==> config.mk <==
export PLATFORM = sky130hd
export DESIGN_NAME = rob_multi
export DESIGN_NICKNAME = d
export VERILOG_FILES = /design/src/rtl/rob_multi.sv
export SDC_FILE = /design/constraint.sdc
export NUM_CORES = 2
export LEC_CHECK = 0
export BUFFER_PORTS_ARGS = -buffer_cell sky130_fd_sc_hd__buf_4
export CAP_MARGIN = 40
export CELL_PAD_IN_SITES_DETAIL_PLACEMENT = 1
export CELL_PAD_IN_SITES_GLOBAL_PLACEMENT = 1
export CORE_MARGIN = 2
export CORE_UTILIZATION = 35
export DETAILED_ROUTE_END_ITERATION = 8
export GPL_TIMING_DRIVEN = 0
export PLACE_DENSITY_LB_ADDON = 0.2
export SYNTH_ARGS = -nofsm -noshare
export SYNTH_HDL_FRONTEND = slang
export SYNTH_SLANG_ARGS = --single-unit
export TNS_END_PERCENT = 100
==> constraint.sdc <==
create_clock -name clk -period 9.9 [get_ports clk]
set_input_delay 2.475 -clock clk [delete_from_list [all_inputs] [get_ports clk]]
set_output_delay 2.475 -clock clk [all_outputs]
set_load 0.01 [all_outputs]
==> src/rtl/rob_multi.sv <==
// rob_multi: multi-commit reorder buffer. Allocates in program order, captures
// results from several CDB lanes, retires up to COMMIT_WIDTH entries per cycle,
// handshakes stores with the LSQ and squashes younger work on a taken branch.

package rob_multi_pkg;
  localparam int unsigned CDB_TAG_W = 8;

  typedef enum logic [1:0] {
    op_alu,
    op_load,
    op_store,
    op_br
  } i_decode_opcode_t;

  typedef struct packed {
    logic [CDB_TAG_W-1:0] tag;
    logic [31:0]          value;
    logic [31:0]          target_pc;
  } cdb_t;

  typedef struct packed {
    logic             valid;
    logic             ready;
    i_decode_opcode_t op;
    logic [31:0]      value;
    logic [31:0]      target_pc;
  } rob_values_t;
endpackage

module rob_multi
  import rob_multi_pkg::*;
#(
  parameter int unsigned DEPTH        = 8,
  parameter int unsigned CDB_PORTS    = 2,
  parameter int unsigned COMMIT_WIDTH = 2,
  parameter int unsigned TAG_W        = $clog2(DEPTH + 1)
) (
  input  logic                          clk,
  input  logic                          rst,
  input  logic                          flush,
  input  logic                          alloc_valid,
  input  i_decode_opcode_t              alloc_op,
  output logic                          alloc_ready,
  output logic [TAG_W-1:0]              alloc_tag,
  input  cdb_t [CDB_PORTS-1:0]          cdb,
  output logic [COMMIT_WIDTH-1:0]       commit_valid,
  output rob_values_t [COMMIT_WIDTH-1:0] commit_data,
  output logic                          head_is_store,
  output logic [TAG_W-1:0]              head_tag,
  input  logic                          store_done,
  output logic                          pcmux_sel,
  output logic [31:0]                   target_pc,
  output logic [$clog2(DEPTH+1)-1:0]    count,
  output logic                          empty
);

  localparam int unsigned IDX_W = $clog2(DEPTH);
  localparam int unsigned CNT_W = $clog2(DEPTH + 1);

  rob_values_t                     ent_q [DEPTH];
  rob_values_t                     ent_d [DEPTH];
  logic [IDX_W-1:0]                head_q, head_d;
  logic [IDX_W-1:0]                tail_q, tail_d;
  logic [CNT_W-1:0]                count_q, count_d;
  logic [COMMIT_WIDTH-1:0]         cv_q, cv_d;
  rob_values_t [COMMIT_WIDTH-1:0]  cd_q, cd_d;
  logic                            pcmux_q, pcmux_d;
  logic [31:0]                     tpc_q, tpc_d;

  logic [IDX_W-1:0]                idx;
  rob_values_t                     ent;
  logic                            take;
  logic                            scan_on;
  logic                            squash;
  logic                            alloc_fire;
  int unsigned                     retire_n;

  // Circular index arithmetic; DEPTH need not be a power of two.
  function automatic logic [IDX_W-1:0] wrap_add(input logic [IDX_W-1:0] base,
                                                input int unsigned      n);
    return IDX_W'((32'(base) + n) % DEPTH);
  endfunction

  // Status outputs derived from registered state only.
  always_comb begin
    alloc_ready   = (32'(count_q) < DEPTH);
    alloc_tag     = TAG_W'(32'(tail_q) + 1);
    empty         = (count_q == '0);
    head_tag      = empty ? '0 : TAG_W'(32'(head_q) + 1);
    head_is_store = ent_q[head_q].valid && ent_q[head_q].ready &&
                    (ent_q[head_q].op == op_store);
  end

  // Next-state: retirement scan, CDB capture, allocation, squash and flush.
  always_comb begin
    ent_d    = ent_q;
    head_d   = head_q;
    tail_d   = tail_q;
    count_d  = count_q;
    cv_d     = '0;
    cd_d     = '0;
    pcmux_d  = 1'b0;
    tpc_d    = '0;
    retire_n = 0;
    scan_on  = 1'b1;
    squash   = 1'b0;
    idx      = '0;
    ent      = '0;
    take     = 1'b0;

    // Scan reads registered readiness, so a capture needs one edge before it retires.
    for (int unsigned k = 0; k < COMMIT_WIDTH; k++) begin
      idx  = wrap_add(head_q, k);
      ent  = ent_q[idx];
      take = 1'b0;
      if (scan_on && ent.valid && ent.ready) begin
        unique case (ent.op)
          op_store: take = (k == 0) && store_done;
          op_br: begin
            take = 1'b1;
            if (ent.value != '0) begin
              squash  = 1'b1;
              pcmux_d = 1'b1;
              tpc_d   = ent.target_pc;
            end
          end
          default: begin
            take     = 1'b1;
            cv_d[k]  = 1'b1;
            cd_d[k]  = ent;
          end
        endcase
      end
      if (take) begin
        ent_d[idx] = '0;
        retire_n++;
      end
      if (!take || squash) scan_on = 1'b0;
    end

    for (int unsigned l = 0; l < CDB_PORTS; l++) begin
      for (int unsigned i = 0; i < DEPTH; i++) begin
        if (cdb[l].tag == CDB_TAG_W'(i + 1) && ent_q[i].valid && !ent_q[i].ready) begin
          ent_d[i].value     = cdb[l].value;
          ent_d[i].target_pc = cdb[l].target_pc;
          ent_d[i].ready     = 1'b1;
        end
      end
    end

    alloc_fire = alloc_valid && alloc_ready && !squash;
    if (alloc_fire) begin
      ent_d[tail_q] = '{valid: 1'b1, ready: 1'b0, op: alloc_op, value: '0, target_pc: '0};
      tail_d        = wrap_add(tail_q, 1);
    end

    head_d  = wrap_add(head_q, retire_n);
    count_d = CNT_W'(32'(count_q) + 32'(alloc_fire) - retire_n);

    // Taken branch: everything younger is wrong-path; restart empty at the new head.
    if (squash) begin
      for (int unsigned i = 0; i < DEPTH; i++) ent_d[i] = '0;
      tail_d  = head_d;
      count_d = '0;
    end

    if (flush) begin
      for (int unsigned i = 0; i < DEPTH; i++) ent_d[i] = '0;
      head_d  = '0;
      tail_d  = '0;
      count_d = '0;
      cv_d    = '0;
      cd_d    = '0;
      pcmux_d = 1'b0;
      tpc_d   = '0;
    end
  end

  // State and registered commit/redirect outputs.
  always_ff @(posedge clk) begin
    if (rst) begin
      for (int unsigned i = 0; i < DEPTH; i++) ent_q[i] <= '0;
      head_q  <= '0;
      tail_q  <= '0;
      count_q <= '0;
      cv_q    <= '0;
      cd_q    <= '0;
      pcmux_q <= 1'b0;
      tpc_q   <= '0;
    end else begin
      for (int unsigned i = 0; i < DEPTH; i++) ent_q[i] <= ent_d[i];
      head_q  <= head_d;
      tail_q  <= tail_d;
      count_q <= count_d;
      cv_q    <= cv_d;
      cd_q    <= cd_d;
      pcmux_q <= pcmux_d;
      tpc_q   <= tpc_d;
    end
  end

  assign commit_valid = cv_q;
  assign commit_data  = cd_q;
  assign pcmux_sel    = pcmux_q;
  assign target_pc    = tpc_q;
  assign count        = count_q;

endmodule

==> results.json <==
{
  "fmax_mhz": 138,
  "cts_max_level": 3,
  "io_buffers": 208,
  "final_cell_area_sq_mm": 0.0434,
  "cts_setup_buffers": 0,
  "drt_pass1_iterations": 6,
  "wire_per_inst_microns": 37.6,
  "cp-startpoint": "head_q[0]$_SDFF_PP0_",
  "vdd_drop_max_mv": 0.123,
  "ios": 337,
  "die_h_microns": 323,
  "synth_async_sr_flop_share_pct": 0,
  "finalCriticalPeriod_ns": 7.23,
  "power-per-cell-area_mw_per_mm2": 153,
  "slew_headroom_pct": 28.1,
  "antenna_found_initial": 37,
  "crit_fanout": 10,
  "synth_ff_type": "dfxtp_1",
  "cts_sinks": 725,
  "grt_max_degree": 14,
  "drtIter0Drc": 6795,
  "die_w_microns": 323,
  "grt-ovfl-total": 0,
  "gp_congestion": 1.00,
  "synth_cells": 3942,
  "wirelength_microns": 218000,
  "hold_viol": 0,
  "syn_avg_cell_area_sq_um": 9.03,
  "cts_buffer_depth": 3,
  "area_growth_pct": 21.9,
  "cts_buffers": 85,
  "worstSetupStartpointType": "flip-flop",
  "status": "finished clean",
  "slew_violations": 0,
  "postPlaceCellArea_sq_mm": 0.0403,
  "cp.required_ns": 7.43,
  "layout.cells.non_filler": 5803,
  "setup_viol_count_final": 0,
  "num_rows": 116,
  "grt_pass1_vias": 38900,
  "synth_most_common_cell": "nor2_1",
  "cts_resized": 0,
  "hold_buffers": 0,
  "initial_core_util_pct": 35.4,
  "yosysTopAreaCell": "dfxtp_1",
  "drc": 0,
  "syn_area_sq_mm": 0.0356,
  "fin_setup_tns_ns": 0,
  "critical_path.endpoint_type": "output port",
  "crit_arrival_ns": 4.76,
  "ys.warnings.count": 0,
  "synth_top_area_share_pct": 40.8,
  "critPathKind": "reg -> out",
  "fp.coreArea_sq_mm": 0.100,
  "synth_edf_count": 0,
  "grt_usage_pct": 40.7,
  "ys_seq_area_share_pct": 40.8,
  "final_util_pct": 43.2,
  "min_from": "ent_q[67]$_SDFF_PP0_",
  "timing.max_cap.violations": 0,
  "dpl.hpwl_microns": 155000,
  "ant_nets": 0,
  "synth_cell_type_count": 69,
  "leakagePower_nw": 15.2,
  "hold_class": "reg -> reg",
  "layout-drive-gt1-share_pct": 19.5,
  "tightest_slew_ns": 1.05,
  "clk_pin_slew_worst_paths_ns": 0.06,
  "grt_pass1_wl_microns": 302000,
  "worstReg2RegStart": "head_q[1]$_SDFF_PP0_",
  "dpl.cell_count": 5622,
  "cts_tree": "done",
  "period_share_pct": 73.1,
  "nets": 4519,
  "insertion_delay_ns": 0.71,
  "rsz0062_at_grt": "no",
  "fin_skew_ns": 0.0424,
  "synth_area_leaders": "dfxtp_1 (41%), a221oi_1 (13%), mux4_2 (9.4%), nor2_1 (8.0%), nor3_1 (7.2%)",
  "drt-vias-per-instance": 6.96,
  "vias": 40400,
  "ys_top_cells_by_count": "nor2_1 (761), dfxtp_1 (725), a221oi_1 (530)",
  "yosys_register_bits": 725,
  "fp.dieArea_sq_mm": 0.104,
  "clockRootBuffer": "clkbuf_16"
}
==> registers in the layout, summed over array words and instances, names as in the netlist <==
register	cells
commit_data	136
commit_valid	2
count	4
ent_q	544
head_q	3
pcmux_sel	1
tail_q	3
target_pc	32
==> final cells by class <==
type	count	area, sq um
Timing Repair Buffer	326	3010
Inverter	37	141
Buffer	522	2340
Fill cell	11700	57000
Clock inverter	36	493
Antenna cell	17	42.5
Tap cell	1357	1700
Clock buffer	124	2530
Sequential cell	725	14500
Multi-Input combinational cell	2659	18600
==> kinds of logic (layout without fill, tap and decap cells) <==
group           Yosys count  count (layout)  share of synthesized area [%]
flops                   725             725                           40.8
other cells               1              19                         0.0105
simple gates           1535            1535                           19.8
fa+ha+maj                12              12                          0.464
xor+xnor                  8               8                          0.197
compound gates          845             845                           19.3
buf+inv                 559            1045                           6.97
mux                     257             257                           12.5
==> power breakdown <==
group	switching (mW)	internal, mW	total (mW)	leakage (nW)
Combinational	0.188	0.0466	0.235	7.92
Clock	1.47	2.03	3.50	1.49
Sequential	0.00182	2.92	2.92	5.84
==> layer usage <==
metal	track usage, %	vias to the layer above	wire length, microns
li1	-	15800	-
met1	52.2	19900	81100
met2	55.6	3606	87000
met3	17.7	970	34600
met4	25.2	50	15400
met5	0	-	318
==> cell usage in the layout, fill, tap and decap left out, types with 34 or more instances in the layout <==
cell type    n
nor2_1     759
dfxtp_1    725
a221oi_1   530
nor3_1     512
clkbuf_1   271
buf_4      252
mux4_2     148
o22ai_1    113
buf_2      101
mux2i_1     96
clkbuf_16   86
buf_1       85
nand2_1     84
buf_6       59
a21oi_1     51
buf_8       50
clkbuf_2    40
inv_1       34
==> critical path, cell delays in order (launching register included) <==
cell,delay [ns]
dfxtp_1,0.53
buf_4,0.23
buf_6,0.26
buf_6,0.21
buf_4,0.22
clkbuf_1,0.48
buf_1,0.45
buf_6,0.24
clkbuf_1,0.67
buf_1,0.33
buf_8,0.21
nor2_1,0.07
buf_4,0.14
==> per-stage QoR <==
step	power [mW]	setup WS [ns]	hold slack, ns
5_1_grt	6.77	2.73	0.495
3_3_place_gp	3.21	2.78	0.445
2_1_floorplan	3.10	5.09	0.433
4_1_cts	6.63	2.87	0.465
3_5_place_dp	3.21	3.43	0.456
6_report	6.66	2.67	0.464
==> final timing paths <==
check	endpoint	slack [ns]	depth (start not counted)
worst max-delay path	head_tag[0]	2.67	12
worst min-delay path	ent_q[67]$_SDFF_PP0_	0.46	2
worst max register to register	commit_data[99]$_SDFF_PP0_	2.69	12
worst min register to register	ent_q[67]$_SDFF_PP0_	0.46	2
No activity file was read; power rests on OpenSTA's default activity.
